<file path="config.mk">
export PLATFORM = sky130hd
export DESIGN_NAME = rf_wb_arbiter
export DESIGN_NICKNAME = d
export VERILOG_FILES = /design/src/rtl/rf_wb_arbiter.sv
export SDC_FILE = /design/constraint.sdc
export NUM_CORES = 1
export LEC_CHECK = 0
export ABC_CLOCK_PERIOD_IN_PS = 1600
export CAP_MARGIN = 20
export CORE_MARGIN = 3
export CORE_UTILIZATION = 25
export DETAILED_ROUTE_END_ITERATION = 7
export PLACE_DENSITY = 0.55
export SYNTH_ARGS = -nofsm -noshare
export SYNTH_HDL_FRONTEND = slang
export SYNTH_SLANG_ARGS = --single-unit
</file>
<file path="constraint.sdc">
create_clock -name clk -period 1.6 [get_ports clk]
set_input_delay 0.24 -clock clk [delete_from_list [all_inputs] [get_ports clk]]
set_output_delay 0.24 -clock clk [all_outputs]
set_load 0.005 [all_outputs]
</file>
<file path="src/rtl/rf_wb_arbiter.sv">
// rf_wb_arbiter
//   Write-port controller for the GPR register file. Arbitrates the EXU and
//   LSU writeback requests onto the single RF write port and keeps a
//   per-register busy scoreboard for decode RAW/WAW hazard detection.
//
// Optional feature macro: RF_WB_RR_EN
//   defined   : round-robin arbitration on conflict (reset favours EXU)
//   undefined : fixed priority, LSU wins over EXU on conflict
//
// Ports
//   clk, rstn             clock (rising edge), synchronous active-low reset
//   exu_valid/ready/rd/data   EXU writeback request and combinational grant
//   lsu_valid/ready/rd/data   LSU writeback request and combinational grant
//   iss_valid/ready/rd        decode issue; accepted issue marks iss_rd busy
//   rs1, rs2 / rs1_busy, rs2_busy   combinational scoreboard lookups (x0 never busy)
//   rf_wen, rf_waddr, rf_wdata      registered RF write port
//   busy_vec                         scoreboard bits, bit 0 tied to 0
module rf_wb_arbiter #(
    parameter int unsigned ADDR_WIDTH = 5,
    parameter int unsigned DATA_WIDTH = 32
) (
    input  logic                         clk,
    input  logic                         rstn,
    input  logic                         exu_valid,
    output logic                         exu_ready,
    input  logic [ADDR_WIDTH-1:0]        exu_rd,
    input  logic [DATA_WIDTH-1:0]        exu_data,
    input  logic                         lsu_valid,
    output logic                         lsu_ready,
    input  logic [ADDR_WIDTH-1:0]        lsu_rd,
    input  logic [DATA_WIDTH-1:0]        lsu_data,
    input  logic                         iss_valid,
    output logic                         iss_ready,
    input  logic [ADDR_WIDTH-1:0]        iss_rd,
    input  logic [ADDR_WIDTH-1:0]        rs1,
    input  logic [ADDR_WIDTH-1:0]        rs2,
    output logic                         rs1_busy,
    output logic                         rs2_busy,
    output logic                         rf_wen,
    output logic [ADDR_WIDTH-1:0]        rf_waddr,
    output logic [DATA_WIDTH-1:0]        rf_wdata,
    output logic [(1<<ADDR_WIDTH)-1:0]   busy_vec
);

    localparam int unsigned NREG = 1 << ADDR_WIDTH;

    logic [NREG-1:0]       busy;
    logic [NREG-1:0]       busy_next;
    logic                  wb_fire;
    logic [ADDR_WIDTH-1:0] wb_rd;
    logic [DATA_WIDTH-1:0] wb_data;

`ifdef RF_WB_RR_EN
    typedef enum logic {
        LAST_EXU,
        LAST_LSU
    } last_t;

    last_t last_grant;

    // On conflict the requester that did not win last time is granted.
    always_comb begin
        exu_ready = exu_valid && (!lsu_valid || (last_grant == LAST_LSU));
        lsu_ready = lsu_valid && (!exu_valid || (last_grant == LAST_EXU));
    end

    // Pointer only moves on a conflicting grant; reset state favours EXU.
    always_ff @(posedge clk) begin
        if (!rstn) begin
            last_grant <= LAST_LSU;
        end else if (exu_valid && lsu_valid) begin
            last_grant <= exu_ready ? LAST_EXU : LAST_LSU;
        end
    end
`else
    always_comb begin
        lsu_ready = lsu_valid;
        exu_ready = exu_valid && !lsu_valid;
    end
`endif

    always_comb begin
        wb_fire = (exu_valid && exu_ready) || (lsu_valid && lsu_ready);
        wb_rd   = lsu_ready ? lsu_rd   : exu_rd;
        wb_data = lsu_ready ? lsu_data : exu_data;
    end

    // Writes to x0 are accepted but never reach the RF; address/data hold.
    always_ff @(posedge clk) begin
        if (!rstn) begin
            rf_wen   <= 1'b0;
            rf_waddr <= '0;
            rf_wdata <= '0;
        end else begin
            rf_wen <= wb_fire && (wb_rd != '0);
            if (wb_fire && (wb_rd != '0)) begin
                rf_waddr <= wb_rd;
                rf_wdata <= wb_data;
            end
        end
    end

    always_comb begin
        iss_ready = !busy[iss_rd] || (iss_rd == '0);
        rs1_busy  = busy[rs1] && (rs1 != '0);
        rs2_busy  = busy[rs2] && (rs2 != '0);
    end

    // Clear applied before set so a new producer issued at the retiring
    // edge keeps the register busy.
    always_comb begin
        busy_next = busy;
        if (rf_wen) begin
            busy_next[rf_waddr] = 1'b0;
        end
        if (iss_valid && iss_ready && (iss_rd != '0)) begin
            busy_next[iss_rd] = 1'b1;
        end
        busy_next[0] = 1'b0;
    end

    always_ff @(posedge clk) begin
        if (!rstn) begin
            busy <= '0;
        end else begin
            busy <= busy_next;
        end
    end

    assign busy_vec = busy;

endmodule

</file>
==> results.ini <==
[yosys]
yosys_most_used_dff=sky130_fd_sc_hd__dfxtp_1
netlist_area_um2=4080
number_of_enable_flip_flop_cells_after_synthesis=0
ys.warnings.count=0
synth_cell_type_count=52
synth_async_sr_flop_share=0
synth_cells=415
synth_seq_cells=69
avgSynthCellArea_um2=9.83
number_of_nets_in_the_synthesized_netlist=509
synth_sequential_area_ratio=0.339

[placed_design]
io_buffer_count=167
dp.cells=860
finalWeightedCongestion=0.854
post-place-ws_ps=-1130
post_dp_hpwl_um=12400

[die]
die_outline_area_um2=17900
chipWidth_um=134
design.core.area_um2=15900
ios=169
die_h_um=134
floorplan.initialDensity=0.256
num_rows=46

[clock_tree]
post_cts_hold_buffer_count=0
clk-insertion-delay-late_ps=340
clkSinkCount=69
tritoncts.num_buffers=9
ctsRootBufferMaster=sky130_fd_sc_hd__clkbuf_16
tritoncts=built
level_count_of_the_clock_h_tree=3
clk_pin_slew_ps=60
max-clock-path-buffers=2

[critical_path]
start_kind=flop
critical_path_arrival_ps=1890
cp-end-kind=output pin
worstPathRequired_ps=1360
setup.worst_path.class=reg2out
timing.critical_path.fanout_max=4

[timing]
slew-limit-headroom=0.627
final_worst_path_period_need_ps=2130
max_frequency_mhz=470
setup_slack_ps=-530
timing.final.crit_share=1.33
timing.final.max_slew_violations=0
fin_tns_setup_ps=-1480
finClkSkew_ps=6.70
grt_setup_unrepaired=true
final-setup-viol-count=4
finalHoldWorstSlack_ps=283
timing_worst_slew_pin_value_ps=558
final_hold_viol_count=0

[global_routing]
grt_pass1_wl_um=25200
globalRoute.totalOverflow=0
antenna_found_initial=1
grt_usage=0.179
via_count_of_the_first_global_routing_pass=4604
pin_count_of_the_biggest_net_entering_global_routing=45

[drt]
remaining_drc_errors=0
first_iter_violations=148
postRouteWirelength_um=16300
ant_nets=0
vias_per_cell=4.96
dr.pass1.iters=6
wl_per_cell_um=18.2
num_vias=4443

[job]
max_cap_viols=0

[layout]
area_delta_synth_final_pct=83.5
fill_cells=1506
share_of_layout_cells_above_drive_strength_1=0.362
design.final.nets=769
antenna-diode-count=0
finalNonFillerCells=896

[run_status]
failed_checks=setup timing
outcome=finished with violations

[power]
leakage_nw=3.47
power_density_nw_per_um2=706
irDropWorstVdd_mv=0.561

[min_path]
min-delay-path-class=in2reg

==> placed cells by master (no fill, tap or decap), types with 4 or more instances in the layout <==
| cell type | instances |
|---|---|
| sky130_fd_sc_hd__nor2b_1 | 5 |
| sky130_fd_sc_hd__o211ai_1 | 19 |
| sky130_fd_sc_hd__nand2_1 | 53 |
| sky130_fd_sc_hd__nand3b_1 | 5 |
| sky130_fd_sc_hd__mux2i_1 | 46 |
| sky130_fd_sc_hd__mux4_2 | 14 |
| sky130_fd_sc_hd__nor3b_1 | 5 |
| sky130_fd_sc_hd__nor2_1 | 10 |
| sky130_fd_sc_hd__buf_2 | 5 |
| sky130_fd_sc_hd__clkbuf_2 | 4 |
| sky130_fd_sc_hd__buf_4 | 104 |
| sky130_fd_sc_hd__o31ai_2 | 11 |
| sky130_fd_sc_hd__a31oi_1 | 4 |
| sky130_fd_sc_hd__nand3_1 | 9 |
| sky130_fd_sc_hd__dfxtp_2 | 17 |
| sky130_fd_sc_hd__clkdlybuf4s50_1 | 129 |
| sky130_fd_sc_hd__clkbuf_16 | 12 |
| sky130_fd_sc_hd__inv_1 | 5 |
| sky130_fd_sc_hd__o21ai_0 | 4 |
| sky130_fd_sc_hd__dlygate4sd2_1 | 14 |
| sky130_fd_sc_hd__o211a_1 | 34 |
| sky130_fd_sc_hd__o31ai_1 | 5 |
| sky130_fd_sc_hd__mux2_4 | 4 |
| sky130_fd_sc_hd__buf_6 | 9 |
| sky130_fd_sc_hd__dfxtp_4 | 18 |
| sky130_fd_sc_hd__dfxtp_1 | 34 |
| sky130_fd_sc_hd__a32o_1 | 8 |
| sky130_fd_sc_hd__dlymetal6s2s_1 | 11 |
| sky130_fd_sc_hd__o21ai_1 | 4 |
==> cells in the mapped netlist, types with 8 or more instances <==
cell | n | share of area
sky130_fd_sc_hd__nor2_1 | 10 | 0.0092
sky130_fd_sc_hd__mux2i_1 | 48 | 0.12
sky130_fd_sc_hd__dfxtp_1 | 69 | 0.34
sky130_fd_sc_hd__o31ai_1 | 10 | 0.018
sky130_fd_sc_hd__nand2_1 | 53 | 0.049
sky130_fd_sc_hd__o211ai_1 | 19 | 0.035
sky130_fd_sc_hd__mux4_2 | 13 | 0.072
sky130_fd_sc_hd__nand3_1 | 10 | 0.012
sky130_fd_sc_hd__buf_2 | 8 | 0.0098
sky130_fd_sc_hd__a32o_1 | 8 | 0.020
sky130_fd_sc_hd__clkbuf_1 | 19 | 0.017
sky130_fd_sc_hd__o211a_1 | 34 | 0.083
==> cell families (layout without fill, tap and decap cells) <==
kind of cell / count (synthesis) / count (layout) / share of synthesized area
flip-flops: 69 / 69 / 0.339
multiplexers: 68 / 68 / 0.213
AND/OR/NAND/NOR: 117 / 117 / 0.150
buffers and inverters: 46 / 311 / 0.0577
AO/OA/AOI/OAI: 114 / 114 / 0.240
other: 1 / 1 / 0.000919
==> registers in the layout, summed over array words and instances (netlist names) <==
register  flops
busy_vec     31
rf_wdata     32
rf_waddr      5
rf_wen        1
==> worst max-delay path, stage by stage (launching register included) <==
cell and delay, ps:
sky130_fd_sc_hd__dfxtp_2 340, sky130_fd_sc_hd__mux4_2 490, sky130_fd_sc_hd__mux2_4 300, sky130_fd_sc_hd__a22oi_2 210
sky130_fd_sc_hd__a21oi_2 90, sky130_fd_sc_hd__buf_2 130
==> final timing paths <==
| kind | start | to | slack [ps] | depth (start not counted) |
|---|---|---|---|---|
| worst max register to register | busy_vec[1] | busy_vec[4] | -50 | 6 |
| worst max-delay path | busy_vec[23] | rs1_busy | -530 | 5 |
| worst min-delay path | lsu_rd[3] | rf_waddr[3] | 280 | 4 |
| worst min register to register | rf_wdata[17] | rf_wdata[17] | 500 | 1 |
==> through the flow <==
step                      instance area (um2)  total power, mW   util
after floorplan                          4150             2.36      -
after global placement                   6620             2.99  0.415
after detailed placement                 6620             3.01  0.415
after CTS                                7270             5.31  0.456
after global routing                     7490             5.53  0.470
final                                    7490             5.29  0.470
==> where the power goes <==
part           internal, mW  leakage [nW]  switching [mW]
clock                  1.45         0.162           0.775
sequential             1.79         0.589          0.0720
combinational         0.724          2.72           0.476
total                  3.97          3.47            1.32
==> timing repair <==
item	in CTS	in global routing
gates cloned	3	3
buffers inserted	13	2
endpoints found under the setup margin	104	80
gates resized for setup	105	49
pin swaps	23	10
==> metal layers <==
layer | GRT usage | vias to the layer above | share of wire
li1 | - | 2113 | -
met1 | 0.226 | 2081 | 0.43
met2 | 0.285 | 223 | 0.46
met3 | 0.0631 | 24 | 0.089
met4 | 0.0577 | 2 | 0.019
met5 | 0 | - | 0.00080
==> area by class of cell <==
class	instances	area [um2]	area share
timing repair buffer	290	2760	0.368
multi-input combinational	300	2640	0.352
sequential	69	1470	0.196
tap	216	270	0.0361
clock buffer	11	253	0.0338
clock inverter	5	81.3	0.0109
inverter	5	18.8	0.00251
No activity file was read; power rests on OpenSTA's default activity.
